$ cat src/rtl/operand_fetch.sv
// Operand fetch stage: reads the register file, bypasses same-cycle writeback,
// tracks in-flight destinations in a scoreboard and stalls on RAW/WAW hazards.
module operand_fetch #(
    parameter int DATA_WIDTH = 16,
    parameter int ADDR_WIDTH = 3,
    parameter int NUM_REGS   = 2 ** ADDR_WIDTH
) (
    input  logic                  clock,
    input  logic                  reset_n,

    input  logic                  in_valid,
    output logic                  in_ready,
    input  logic [ADDR_WIDTH-1:0] in_rs,
    input  logic [ADDR_WIDTH-1:0] in_rt,
    input  logic [ADDR_WIDTH-1:0] in_rd,
    input  logic                  in_rd_we,

    output logic [ADDR_WIDTH-1:0] rf_rs_addr,
    output logic [ADDR_WIDTH-1:0] rf_rt_addr,
    input  logic [DATA_WIDTH-1:0] rf_rs_data,
    input  logic [DATA_WIDTH-1:0] rf_rt_data,

    input  logic                  wb_write,
    input  logic [ADDR_WIDTH-1:0] wb_addr,
    input  logic [DATA_WIDTH-1:0] wb_data,

    output logic                  out_valid,
    input  logic                  out_ready,
    output logic [DATA_WIDTH-1:0] out_rs_data,
    output logic [DATA_WIDTH-1:0] out_rt_data,
    output logic [ADDR_WIDTH-1:0] out_rd,
    output logic                  out_rd_we,

    output logic [NUM_REGS-1:0]   pending
);

    logic                  r_out_valid;
    logic [DATA_WIDTH-1:0] r_out_rs_data;
    logic [DATA_WIDTH-1:0] r_out_rt_data;
    logic [ADDR_WIDTH-1:0] r_out_rd;
    logic                  r_out_rd_we;
    logic [NUM_REGS-1:0]   r_pending;

    logic                  w_byp_a;
    logic                  w_byp_b;
    logic                  w_byp_d;
    logic [DATA_WIDTH-1:0] w_op_a;
    logic [DATA_WIDTH-1:0] w_op_b;
    logic                  w_hz_a;
    logic                  w_hz_b;
    logic                  w_hz_w;
    logic                  w_stall;
    logic                  w_out_free;
    logic                  w_accept;
    logic [NUM_REGS-1:0]   w_pending_next;

    assign rf_rs_addr = in_rs;
    assign rf_rt_addr = in_rt;

    // The register file writes on the edge, so a same-cycle read sees stale data
    // unless the writeback value is forwarded here.
    assign w_byp_a = wb_write && (wb_addr == in_rs);
    assign w_byp_b = wb_write && (wb_addr == in_rt);
    assign w_byp_d = wb_write && (wb_addr == in_rd);
    assign w_op_a  = w_byp_a ? wb_data : rf_rs_data;
    assign w_op_b  = w_byp_b ? wb_data : rf_rt_data;

    // A pending register being written back this cycle is no longer a hazard.
    assign w_hz_a  = r_pending[in_rs] && !w_byp_a;
    assign w_hz_b  = r_pending[in_rt] && !w_byp_b;
    assign w_hz_w  = in_rd_we && r_pending[in_rd] && !w_byp_d;
    assign w_stall = w_hz_a || w_hz_b || w_hz_w;

    assign w_out_free = !r_out_valid || out_ready;
    assign in_ready   = reset_n && !w_stall && w_out_free;
    assign w_accept   = in_valid && in_ready;

    // NOTE: combinational logic uses blocking assignments and assigns a default
    // first, so no path leaves the signal unassigned and no latch is inferred.
    always_comb begin
        w_pending_next = r_pending;
        if (wb_write)
            w_pending_next[wb_addr] = 1'b0;
        // Set is applied after clear so a new writer wins over a retiring one.
        if (w_accept && in_rd_we)
            w_pending_next[in_rd] = 1'b1;
    end

    // NOTE: state uses non-blocking assignments; the reset is synchronous, so it
    // is sampled on the clock edge rather than listed in the sensitivity list.
    always_ff @(posedge clock) begin
        if (!reset_n) begin
            r_out_valid   <= 1'b0;
            r_out_rs_data <= '0;
            r_out_rt_data <= '0;
            r_out_rd      <= '0;
            r_out_rd_we   <= 1'b0;
            r_pending     <= '0;
        end else begin
            r_pending <= w_pending_next;
            if (w_accept) begin
                r_out_valid   <= 1'b1;
                r_out_rs_data <= w_op_a;
                r_out_rt_data <= w_op_b;
                r_out_rd      <= in_rd;
                r_out_rd_we   <= in_rd_we;
            end else if (out_ready) begin
                r_out_valid <= 1'b0;
            end
        end
    end

    assign out_valid   = r_out_valid;
    assign out_rs_data = r_out_rs_data;
    assign out_rt_data = r_out_rt_data;
    assign out_rd      = r_out_rd;
    assign out_rd_we   = r_out_rd_we;
    assign pending     = r_pending;

endmodule
$ cat config.mk
export PLATFORM = sky130hd
export DESIGN_NAME = operand_fetch
export DESIGN_NICKNAME = d
export VERILOG_FILES = /design/src/rtl/operand_fetch.sv
export SDC_FILE = /design/constraint.sdc
export NUM_CORES = 1
export LEC_CHECK = 0
export CAP_MARGIN = 20
export CORE_MARGIN = 1.5
export CORE_UTILIZATION = 44
export DETAILED_ROUTE_END_ITERATION = 8
export HOLD_SLACK_MARGIN = 0.1
export PLACE_DENSITY = 0.87
export SYNTH_ARGS = -nofsm -noshare
export SYNTH_HDL_FRONTEND = slang
export SYNTH_SLANG_ARGS = --single-unit
$ cat constraint.sdc
create_clock -name clock -period 4.5 [get_ports clock]
set_input_delay 0.9 -clock clock [delete_from_list [all_inputs] [get_ports clock]]
set_output_delay 0.9 -clock clock [all_outputs]
set_load 0.01 [all_outputs]
==> metrics.md <==
| Metric | Value |
|---|---|
| Placement Setup Slack | `0.431 ns` |
| Core ar. | `5200 sq um` |
| Mapped Cells | `243` |
| Number of CTS-inserted buffers | `5` |
| Slew @ Worst Pin | `0.490 ns` |
| LEAKAGE | `1.73 nW` |
| Peak VDD IR | `0.159 mV` |
| Main synth FF type | `dfxtp_1` |
| Via count | `2,231` |
| Clock sink total | `45` |
| Die X | `77.3 um` |
| Vias per inst | `5.31` |
| Post-placement cell count | `412` |
| Synth unique cells | `33` |
| GRT Util Overall | `0.218` |
| Status | `complete, no violations` |
| GP Congestion | `0.884` |
| Post-synthesis sequential element count | `45` |
| Dpl hpwl | `4.79 mm` |
| Yosys top cell by area | `dfxtp_1` |
| Worst Hold Class | `reg2reg` |
| Post-synth EDFFs | `0` |
| CTS tree | `yes` |
| Setup TNS | `0 ns` |
| Initial Util | `0.466` |
| Post-Syn Area per Cell | `9.99 sq um` |
| Fin. max-slew vios | `0` |
| CTS Hold Bufs | `0` |
| Register area share after synthesis | `0.371` |
| Slowest Stage Delay on Critical Path | `0.74 ns` |
| Ratio of cells with drive above 1 in the final layout | `0.0571` |
| Ant. Diodes | `0` |
| Final wirelength | `6.42 mm` |
| Routed len/inst | `15.3 um` |
| Ys Warns | `0` |
| Power density over the cells | `253 nW/um^2` |
| Synthesized area | `2430 sq um` |
| Clk_skew | `0.00523 ns` |
| Drt drc | `0` |
| Hold Violations, Final | `0` |
| Commonest cells after routing, fill and taps aside | `116 x clkdlybuf4s50_1, 73 x mux2i_1, 45 x dfxtp_1, 42 x nand2_1, 9 x xnor2_1` |
| Nets | `415` |
| Fin cells | `420` |
| Async set-reset flop share out of synthesis | `0` |
| Worst setup path category | `in2out` |
| CTS resizes | `0` |
| Clock transition at path regs | `0.08 ns` |
| Worst setup EP type | `output port` |
| Final setup fails | `0` |
| Largest net degree at the start of global routing | `49` |
| Setup crit start kind | `input pin` |
| Vias in the first global route | `2,268` |
| Layout area overhead | `50.6%` |
| GRT overflow | `0` |
| Fmax | `0.244 GHz` |
| # Max-Cap Violations | `0` |
| WP buf/inv | `2` |
| Die H | `77.3 um` |
| Worst-Skew Late Latency | `0.29 ns` |
| CP Max Fanout | `11` |
| Initial DRT Pass Iterations | `4` |
| Crit-path slowest cell | `clkdlybuf4s50_1` |
| Crit path DAT | `3.20 ns` |
| DRT iter0 DRCs | `170` |
| Post-route ant nets | `0` |
| Final WS setup | `0.403 ns` |
| WP data required | `3.60 ns` |
| Crit-path leading delay family | `buffers and inverters` |
| First-pass GRT wire length | `10.4 mm` |
| Unrepaired setup endpoints after global routing | `no` |
| Port bufs | `117` |
| Most common cell after layout, fill and taps aside | `clkdlybuf4s50_1` |
| Final core occ | `0.702` |
| CTS max path bufs | `2` |
| Full die area | `5970 sq um` |
| Root Buffer | `clkbuf_8` |
| I/O Pins | `118` |
| Final min period | `4.10 ns` |
| Post-Syn Nets | `309` |
| Cell mode on critical path | `clkdlybuf4s50_1` |
| Final period utilization | `0.910` |
| Cell-by-cell trace of the critical path | `clkdlybuf4s50_1, mux2_1, and3_1, o311a_1, nor2_1, clkdlybuf4s50_1` |
| H-tree level count | `2` |
| Max_slew headroom | `0.673` |
| FP Rows | `26` |
| Largest cells by area after synthesis | `dfxtp_1 37%, mux2i_1 30%, nand2_1 6.5%, xnor2_1 3.2%, buf_4 2.5%` |
| Post-CTS setup buffer count | `0` |
| Synth top area share | `0.371` |
| Initial antenna violation count | `0` |
==> kinds of logic after synthesis <==
family | count (synthesis) | synth area share
muxes | 77 | 0.332
and+or+nand+nor | 63 | 0.122
DFF | 45 | 0.371
buffers and inverters | 26 | 0.0670
AOI/OAI and AO/OA | 23 | 0.0753
xor gates and xnor gates | 9 | 0.0325
==> path summary, 6_finish.rpt <==
check / slack, ns / endpoint / depth (start not counted) / start
min: 0.46 / out_rs_data[14] / 2 / out_rs_data[14]
max reg2reg: 2.04 / pending[3] / 6 / pending[3]
min reg2reg: 0.46 / out_rs_data[14] / 2 / out_rs_data[14]
max: 0.40 / in_ready / 6 / in_rd[1]
==> final cells by class <==
cell class | instances | area [sq um]
inverters | 3 | 11.3
clock buffers | 6 | 72.6
fillers | 445 | 1550
repair buffers | 122 | 1200
multi-input cells | 172 | 1360
flip-flops and latches | 45 | 901
well taps | 70 | 87.6
clock inverters | 2 | 15.0
==> stage by stage <==
stage	total power, mW	hold WS (ns)	area, sq um
2_1_floorplan	0.557	0.482	2430
3_3_place_gp	0.683	0.444	3570
3_5_place_dp	0.688	0.452	3570
4_1_cts	0.933	0.463	3650
5_1_grt	0.969	0.488	3650
6_report	0.924	0.458	3650
==> worst min-delay path: cells and delay by family (launching register included) <==
kind             cells  cell delay (ns)
multiplexers         1             0.05
flip-flops           1             0.31
AND/OR/NAND/NOR      1             0.05
==> layer usage <==
metal / track usage / part of all wire / vias to the layer above
met5: 0 / 0 / -
met1: 0.260 / 0.41 / 1044
met4: 0.0636 / 0.0073 / 0
met3: 0.0631 / 0.090 / 7
met2: 0.376 / 0.49 / 101
li1: - / - / 1079
==> cell usage after synthesis (2+ instances only) <==
| library cell | number |
|---|---|
| a21oi_1 | 2 |
| buf_2 | 4 |
| buf_4 | 8 |
| buf_6 | 4 |
| clkbuf_1 | 7 |
| dfxtp_1 | 45 |
| inv_1 | 3 |
| mux2i_1 | 73 |
| nand2_1 | 42 |
| nand2b_1 | 6 |
| nand3_1 | 3 |
| nand4_1 | 3 |
| nand4_2 | 2 |
| nor2_1 | 2 |
| o211ai_1 | 6 |
| o311ai_0 | 2 |
| o31ai_1 | 4 |
| o41ai_1 | 4 |
| xnor2_1 | 9 |
==> power breakdown <==
part	internal (mW)	switching [mW]	total, mW
sequential	0.424	0.0135	0.438
combinational	0.143	0.0978	0.241
clock	0.110	0.136	0.246
==> sequential cells by signal (all words and copies together), names as in the netlist <==
register	cells
out_rd	3
out_rd_we	1
out_rs_data	16
out_rt_data	16
out_valid	1
pending	8
Power figures use the tool's default switching activity.
